`config.mk`:
```
export PLATFORM = sky130hd
export DESIGN_NAME = imem_boot_loader
export DESIGN_NICKNAME = d
export VERILOG_FILES = /design/src/rtl/imem_boot_loader.sv
export SDC_FILE = /design/constraint.sdc
export NUM_CORES = 1
export LEC_CHECK = 0
export BUFFER_PORTS_ARGS = -buffer_cell sky130_fd_sc_hd__buf_2
export CAP_MARGIN = 20
export CORE_MARGIN = 8
export CORE_UTILIZATION = 40
export CTS_CLUSTER_DIAMETER = 200
export DETAILED_ROUTE_END_ITERATION = 16
export SLEW_MARGIN = 20
export SYNTH_ARGS = -nofsm -noshare
export SYNTH_HDL_FRONTEND = slang
export SYNTH_SLANG_ARGS = --single-unit
```
`constraint.sdc`:
```
create_clock -name clk_in -period 1.7 [get_ports clk_in]
set_clock_uncertainty 0.2 [all_clocks]
set_input_delay 0.085 -clock clk_in [delete_from_list [all_inputs] [get_ports clk_in]]
set_output_delay 0.085 -clock clk_in [all_outputs]
set_load 0.02 [all_outputs]
```
`src/rtl/imem_boot_loader.sv`:
```
// imem_boot_loader: framed byte-stream image loader for instruction memory.
// Holds the core in reset until a checksum-verified image has been written.
module imem_boot_loader #(
    parameter int WIDTH = 32,
    parameter int INDEX = 6
) (
    input  logic             clk_in,
    input  logic             nrst_in,
    input  logic             byte_valid_in,
    input  logic [7:0]       byte_data_in,
    output logic             byte_ready_out,
    input  logic             reload_in,
    output logic             imem_we_out,
    output logic [INDEX-1:0] imem_addr_out,
    output logic [WIDTH-1:0] imem_data_out,
    output logic             core_nrst_out,
    output logic             done_out,
    output logic             err_out,
    output logic [INDEX:0]   words_loaded_out
);

    localparam int unsigned DEPTH = 1 << INDEX;

    typedef enum logic [2:0] {
        S_HDR_LO,
        S_HDR_HI,
        S_DATA,
        S_CSUM,
        S_DONE,
        S_ERR
    } state_t;

    state_t state;
    state_t state_nx;

    logic [7:0]     cnt_lo;
    logic [INDEX:0] n_words;
    logic [7:0]     xsum;
    logic [INDEX:0] word_idx;
    logic [1:0]     bidx;
    logic [23:0]    wbuf;

    logic           xfer;
    logic           reload_go;
    logic [15:0]    hdr_n;
    logic [INDEX:0] idx_inc;

    assign byte_ready_out = (state == S_HDR_LO) || (state == S_HDR_HI) ||
                            (state == S_DATA)   || (state == S_CSUM);
    assign xfer      = byte_valid_in & byte_ready_out;
    assign reload_go = reload_in & ((state == S_DONE) || (state == S_ERR));
    assign hdr_n     = {byte_data_in, cnt_lo};
    assign idx_inc   = word_idx + (INDEX+1)'(1);
    assign done_out  = (state == S_DONE);
    assign err_out   = (state == S_ERR);

    // Frame sequencing: header, payload words, checksum, then terminal state.
    always_comb begin
        state_nx = state;
        unique case (state)
            S_HDR_LO: if (xfer) state_nx = S_HDR_HI;
            S_HDR_HI: begin
                if (xfer) begin
                    if (hdr_n > 16'(DEPTH))  state_nx = S_ERR;
                    else if (hdr_n == 16'd0) state_nx = S_CSUM;
                    else                     state_nx = S_DATA;
                end
            end
            S_DATA: begin
                if (xfer && bidx == 2'd3 && idx_inc == n_words)
                    state_nx = S_CSUM;
            end
            S_CSUM: begin
                if (xfer)
                    state_nx = (byte_data_in == xsum) ? S_DONE : S_ERR;
            end
            S_DONE, S_ERR: if (reload_in) state_nx = S_HDR_LO;
            default: state_nx = S_HDR_LO;
        endcase
    end

    // State register.
    always_ff @(posedge clk_in or negedge nrst_in) begin
        if (!nrst_in) state <= S_HDR_LO;
        else          state <= state_nx;
    end

    // Header capture, word assembly, checksum and registered imem write.
    always_ff @(posedge clk_in or negedge nrst_in) begin
        if (!nrst_in) begin
            cnt_lo           <= '0;
            n_words          <= '0;
            xsum             <= '0;
            word_idx         <= '0;
            bidx             <= '0;
            wbuf             <= '0;
            imem_we_out      <= 1'b0;
            imem_addr_out    <= '0;
            imem_data_out    <= '0;
            core_nrst_out    <= 1'b0;
            words_loaded_out <= '0;
        end else begin
            imem_we_out   <= 1'b0;
            core_nrst_out <= (state_nx == S_DONE);
            if (reload_go) begin
                cnt_lo           <= '0;
                n_words          <= '0;
                xsum             <= '0;
                word_idx         <= '0;
                bidx             <= '0;
                wbuf             <= '0;
                words_loaded_out <= '0;
            end else if (xfer) begin
                case (state)
                    S_HDR_LO: cnt_lo <= byte_data_in;
                    S_HDR_HI: n_words <= hdr_n[INDEX:0];
                    S_DATA: begin
                        xsum <= xsum ^ byte_data_in;
                        bidx <= bidx + 2'd1;
                        unique case (bidx)
                            2'd0: wbuf[7:0]   <= byte_data_in;
                            2'd1: wbuf[15:8]  <= byte_data_in;
                            2'd2: wbuf[23:16] <= byte_data_in;
                            2'd3: begin
                                imem_we_out      <= 1'b1;
                                imem_addr_out    <= word_idx[INDEX-1:0];
                                imem_data_out    <= {byte_data_in, wbuf};
                                word_idx         <= idx_inc;
                                words_loaded_out <= words_loaded_out +
                                                    (INDEX+1)'(1);
                            end
                            default: ;
                        endcase
                    end
                    default: ;
                endcase
            end
        end
    end

endmodule

```
Word-level counts from Yosys, hierarchy flattened
Index checks and enable logic that the tools add are counted.

storage, ports and cells
  register bits = 106
  output and inout bits = 50
  word-level logic and storage cells = 98
  input bits = 12

operators by class
  $add $sub $neg = 3
  magnitude comparators = 1
  bitwise gates (word level) = 4
  mux-type cells = 39
  reduce and logical (&&, ||, !) cells = 26
  equality and inequality tests = 11

operators by type and width
  kind                                                                              number
  7-bit 2-to-1 mux                                                                  11
  24-bit 2-to-1 mux                                                                 3
  8-bit 2-to-1 mux                                                                  9
  3-bit 2-to-1 mux                                                                  6
  16-bit by 7-bit greater-than comparator with 1-bit output, second input constant  1
  16-bit logical NOT                                                                1
  2-bit nonzero test                                                                8
  3-bit case mux with 5 select lines                                                1
  7-bit by 1-bit adder with 7-bit output, second input constant                     2
  3-bit AND reduction                                                               4
  3-bit == test, second input constant                                              3
  8-bit == test                                                                     1
  8-bit XOR                                                                         1
  7-bit == test                                                                     1
  3-bit by 2-bit == test with 1-bit output, second input constant                   2
  1-bit 2-to-1 mux                                                                  6
  2-bit 2-to-1 mux                                                                  3
  2-bit AND reduction                                                               3
  2-bit == test, second input constant                                              2
  1-bit logical OR                                                                  4
  4-bit AND reduction                                                               1
  3-bit by 1-bit == test with 1-bit output, second input constant                   1
  3-bit logical NOT                                                                 1
  2-bit by 1-bit adder with 2-bit output, second input constant                     1
  6 further kinds                                                                   8

Depth between registers and ports, before layout
  word-level depth = 10
  depth in mapped cells = 8
  depth with buffers taken out = 6

Worst setup path after synthesis
Ideal clock, no wire load.

  path type = register to register
  from = register state[0]
  to = register words_loaded_out[6]
  buffers on the path = 1
  setup time = 66 ps
  arrival = 1616 ps
  data required time = 1434 ps
  period minus slack after synthesis = 1882 ps
  stages on the path, launching flop included = 8
  setup slack = -182 ps
  cells stage by stage = dfrtp_1 > buf_4 > and4bb_2 > nand2_2 > inv_2 > nand4_2 > or4_1 > nand2_1

on the way
  word-level cells in the longest chain between the ends = 7
  elaborated cells on any way between the ends = 17
  classes of those cells = eq/ne (5); mux (1); bitwise (2); reduce/logical (9)

ends and longest elaborated chain
  what                                                                                  line  text
  start: declaration                                                                    33    state_t state;
  start signal: assignment                                                              85    else state <= state_nx;
  3-bit by 1-bit == test with 1-bit output / 3-bit logical NOT (equally long branches)  48    assign byte_ready_out = (state == S_HDR_LO) || (state == S_HDR_HI) ||
  1-bit logical OR (2 in series)                                                        48
  1-bit logical OR                                                                      49    (state == S_DATA) || (state == S_CSUM);
  1-bit AND                                                                             50    assign xfer = byte_valid_in & byte_ready_out;
  2-bit nonzero test (no source line)                                                   -
  3-bit AND reduction (no source line)                                                  -
  end signal: assignment                                                                129   words_loaded_out <= words_loaded_out +
  end: declaration                                                                      19    output logic [INDEX:0] words_loaded_out

Several ways; a longest one is shown, not always the timed one.
A chain may end at the register's enable or synchronous reset.

Worst setup path in the final report
  from = register state[2]
  to = register words_loaded_out[6]

Same word-level chain as after synthesis.

==> run_summary.xml <==
<?xml version="1.0" encoding="UTF-8"?>
<metrics>
  <group name="outcome">
    <metric name="run_status" unit="">finished with violations</metric>
    <metric name="failed_checks" unit="">negative setup slack</metric>
  </group>
  <group name="timing">
    <metric name="grt_setup_unrepaired" unit="">true</metric>
    <metric name="finalMaxSlewViolations" unit="">0</metric>
    <metric name="final_min_period_over_clock_period" unit="">1.06</metric>
    <metric name="final_hold_violation_count" unit="">0</metric>
    <metric name="setup_tns" unit="ps">-809</metric>
    <metric name="max_slew_headroom_at_the_worst_pin" unit="">0.654</metric>
    <metric name="maxClockFrequency" unit="MHz">556</metric>
    <metric name="period_needed" unit="ps">1800</metric>
    <metric name="finalWorstSetupSlack" unit="ps">-99.6</metric>
    <metric name="setup-violations-final" unit="">35</metric>
    <metric name="worstMarginPinSlew" unit="ps">520</metric>
  </group>
  <group name="pwr">
    <metric name="power_per_cell_area" unit="mW/mm2">976</metric>
    <metric name="psw" unit="mW">1.80</metric>
    <metric name="p_clk_frac" unit="">0.338</metric>
    <metric name="power.static_leakage" unit="nW">3.53</metric>
    <metric name="peakVddDrop" unit="uV">472</metric>
    <metric name="power.combinational.fraction" unit="">0.215</metric>
    <metric name="swShare" unit="">0.280</metric>
    <metric name="p_seq_frac" unit="">0.447</metric>
    <metric name="int_power" unit="mW">4.61</metric>
  </group>
  <group name="critical_path">
    <metric name="reg2reg_setup_slack" unit="ps">-100</metric>
    <metric name="startpoint" unit="">state[2]</metric>
    <metric name="r2r_end" unit="">words_loaded_out[6]</metric>
    <metric name="crit-reg2reg-launch" unit="">state[2]</metric>
    <metric name="cp.arrival" unit="ps">1890</metric>
    <metric name="criticalPathCategory" unit="">flip-flop to flip-flop</metric>
    <metric name="master_of_the_slowest_instance_on_the_critical_path" unit="">or4_4</metric>
    <metric name="maximum_fanout_encountered_on_the_critical_timing_path" unit="">5</metric>
    <metric name="slowest_delay" unit="ps">440</metric>
    <metric name="worst_setup_path_end_kind" unit="">flip-flop</metric>
    <metric name="worstSetupStartpointType" unit="">flip-flop</metric>
    <metric name="cp.required" unit="ps">1790</metric>
    <metric name="cp_cell_sequence" unit="">and4bb_2 &gt; nand2_2 &gt; inv_4 &gt; nand4_4 &gt; or4_4 &gt; nand2_2</metric>
    <metric name="worst_path_most_repeated_cell" unit="">nand2_2</metric>
    <metric name="worst-r2r-cell-count" unit="">6</metric>
  </group>
  <group name="detailed_routing">
    <metric name="detail_route.iter0.violations" unit="">292</metric>
    <metric name="final_antenna_net_count" unit="">0</metric>
    <metric name="routed_wire_length_per_instance" unit="um">17.2</metric>
    <metric name="drtPass1Iterations" unit="">5</metric>
    <metric name="detail_route.wirelength" unit="um">13700</metric>
    <metric name="route.vias.total" unit="">4093</metric>
    <metric name="detail_route.drc_violations" unit="">0</metric>
    <metric name="detail_route.vias_per_cell" unit="">5.14</metric>
  </group>
  <group name="clock_network">
    <metric name="cts_root_buffer" unit="">clkbuf_16</metric>
    <metric name="tritoncts" unit="">done</metric>
    <metric name="cts_htree_levels" unit="">3</metric>
    <metric name="clock_tree.buffer_depth" unit="">2</metric>
    <metric name="numCtsBuffers" unit="">9</metric>
    <metric name="cts.clk_slew.worst_paths" unit="ps">70</metric>
    <metric name="clock_latency" unit="ps">340</metric>
    <metric name="cts_num_sinks" unit="">106</metric>
  </group>
  <group name="min_path">
    <metric name="hold_path_startpoint" unit="">byte_data_in[4]</metric>
    <metric name="worstHoldPathCells" unit="">4</metric>
    <metric name="min-delay-path-class" unit="">input port to flip-flop</metric>
    <metric name="worst_hold_path.endpoint" unit="">wbuf[20]</metric>
  </group>
  <group name="layout">
    <metric name="fin_nets" unit="">663</metric>
    <metric name="post_layout_nonfiller_instances" unit="">796</metric>
    <metric name="final_core_utilization" unit="">0.556</metric>
    <metric name="nFillCells" unit="">1062</metric>
    <metric name="multi_input_comb_area" unit="mm2">0.00214</metric>
    <metric name="final_cell_area" unit="mm2">0.00657</metric>
    <metric name="n_antenna_cell" unit="">0</metric>
    <metric name="final_layout_size_suffix_gt1_frac" unit="">0.316</metric>
    <metric name="flow.area_growth_from_synthesis" unit="%">38.2</metric>
    <metric name="area.sequential" unit="mm2">0.00265</metric>
  </group>
  <group name="placement">
    <metric name="routabilityCongestion" unit="">0.790</metric>
    <metric name="port-buffer-count" unit="">61</metric>
    <metric name="placed_cell_area" unit="mm2">0.00559</metric>
    <metric name="pre_cts_slack" unit="ps">-149</metric>
    <metric name="dp.final_hpwl" unit="um">8730</metric>
    <metric name="post-place-cells" unit="">747</metric>
  </group>
  <group name="grt">
    <metric name="first_global_vias" unit="">3888</metric>
    <metric name="pin_count_of_the_biggest_net_entering_global_routing" unit="">41</metric>
    <metric name="track_usage" unit="">0.162</metric>
    <metric name="globalRoute.totalOverflow" unit="">0</metric>
    <metric name="antenna_found_initial" unit="">0</metric>
    <metric name="global_route_wire_length_before_repair" unit="um">20300</metric>
  </group>
  <group name="synth">
    <metric name="dominantRegCellSynth" unit="">dfrtp_1</metric>
    <metric name="yosys.cell_types.count" unit="">39</metric>
    <metric name="syn_std_cell_area" unit="mm2">0.00475</metric>
    <metric name="synth.yosys.seq_area_share" unit="">0.558</metric>
    <metric name="post_synth_inst_count" unit="">517</metric>
    <metric name="synth_enable_flop_cells" unit="">0</metric>
    <metric name="yosysWarningCount" unit="">0</metric>
    <metric name="syn-num-nets" unit="">535</metric>
    <metric name="synth-seq-cells" unit="">106</metric>
    <metric name="async_flop_share" unit="">1.00</metric>
    <metric name="post_synth.cell_area_avg" unit="um2">9.19</metric>
  </group>
  <group name="run">
    <metric name="cap_violations" unit="">0</metric>
  </group>
  <group name="floorplanning">
    <metric name="fp-row-count" unit="">40</metric>
    <metric name="start_util" unit="">0.402</metric>
    <metric name="die_w" unit="um">125</metric>
    <metric name="die_span_y" unit="um">125</metric>
    <metric name="num_io_pins" unit="">62</metric>
    <metric name="die-area" unit="mm2">0.0156</metric>
    <metric name="design.core.area" unit="mm2">0.0118</metric>
  </group>
</metrics>
-- state kept, by name, indices dropped and copies added, names as in the netlist --
register          flops
bidx                  2
imem_addr_out         6
wbuf                 24
imem_we_out           1
core_nrst_out         1
state                 3
n_words               7
words_loaded_out      7
xsum                  8
word_idx              7
imem_data_out        32
cnt_lo                8
-- how the worst max path moves through the flow --
stage	slack, ps	cells past startpoint	endpoint
after global routing	-140	7	words_loaded_out[6]
after global placement	-100	4	state[1]
after detailed placement	-150	4	state[1]
after CTS	-80	6	words_loaded_out[6]
final	-100	6	words_loaded_out[6]
after floorplan	-100	7	words_loaded_out[6]
-- repair_timing --
item | 4_1_cts | 5_1_grt
hold buffers | 14 | 0
pin swaps | 11 | 17
gates cloned | 0 | 8
setup endpoints to repair | 41 | 79
resized for setup | 13 | 65
setup buffers | 5 | 7
endpoints found under the hold margin | 134 | 0
-- critical path, delay by kind of cell (launching register included) --
| kind | cells | cell delay, ps |
|---|---|---|
| flip-flops | 1 | 390 |
| buffers and inverters | 1 | 100 |
| AND/OR/NAND/NOR | 5 | 1070 |
-- routing by layer --
metal  share of wire  up-vias  track usage
met3           0.056       16       0.0289
met1            0.45     2009        0.216
met2            0.47      106        0.253
met5               0        -            0
met4           0.017        0       0.0666
li1                -     1962            -
-- synth_stat cells, types with 4 or more instances --
master / count / area share
nand2_1: 164 / 0.13
dfrtp_1: 106 / 0.56
nand3_1: 34 / 0.036
nor2_1: 32 / 0.025
a21oi_1: 27 / 0.028
clkbuf_1: 24 / 0.019
o21ai_0: 14 / 0.015
mux2i_1: 13 / 0.027
buf_2: 11 / 0.012
xor2_1: 11 / 0.020
xnor2_1: 10 / 0.018
a21o_1: 6 / 0.0095
and3_1: 6 / 0.0079
ha_1: 6 / 0.016
a22o_1: 5 / 0.0092
nor4_1: 5 / 0.0066
inv_1: 4 / 0.0032
nor2b_1: 4 / 0.0053
o21ai_1: 4 / 0.0042
-- metrics by stage --
step	hold WS, ps	power, mW
final	16.1	6.41
after global routing	17.2	6.71
after CTS	2.44	6.36
after detailed placement	-98.9	4.13
after global placement	-107	4.10
after floorplan	-411	3.66
-- placed cells by master, fill, tap and decap left out, drive strengths merged, types with 10 or more instances in the layout --
cell / instances
nand2: 165
buf: 134
dfrtp: 106
nand3: 34
nor2: 32
a21oi: 27
o21ai: 18
clkbuf: 17
mux2i: 13
dlygate4sd3: 13
xor2: 11
xnor2: 10
-- logic make-up after synthesis --
kind of cell | after synthesis | synth area share
AOI/OAI and AO/OA | 66 | 0.0848
xor gates and xnor gates | 21 | 0.0387
adders and majority gates | 6 | 0.0158
buffers and inverters | 41 | 0.0361
DFF | 106 | 0.558
muxes | 13 | 0.0274
and+or+nand+nor | 264 | 0.239
-- area by class of cell --
cell class,instances,area share
tap,147,0.0280
clock buffer,12,0.0360
timing repair buffer,153,0.193
sequential,106,0.404
inverter,5,0.00324
multi-input combinational,370,0.326
clock inverter,3,0.00991
-- power by group through the flow --
stage / logic [mW] / clock network [mW] / registers [mW]
2_1_floorplan: 0.789 / 0 / 2.87
3_3_place_gp: 1.22 / 0 / 2.88
3_5_place_dp: 1.24 / 0 / 2.89
4_1_cts: 1.31 / 2.20 / 2.85
5_1_grt: 1.52 / 2.30 / 2.89
6_report: 1.38 / 2.16 / 2.87
(Power assumes the default switching activity.)
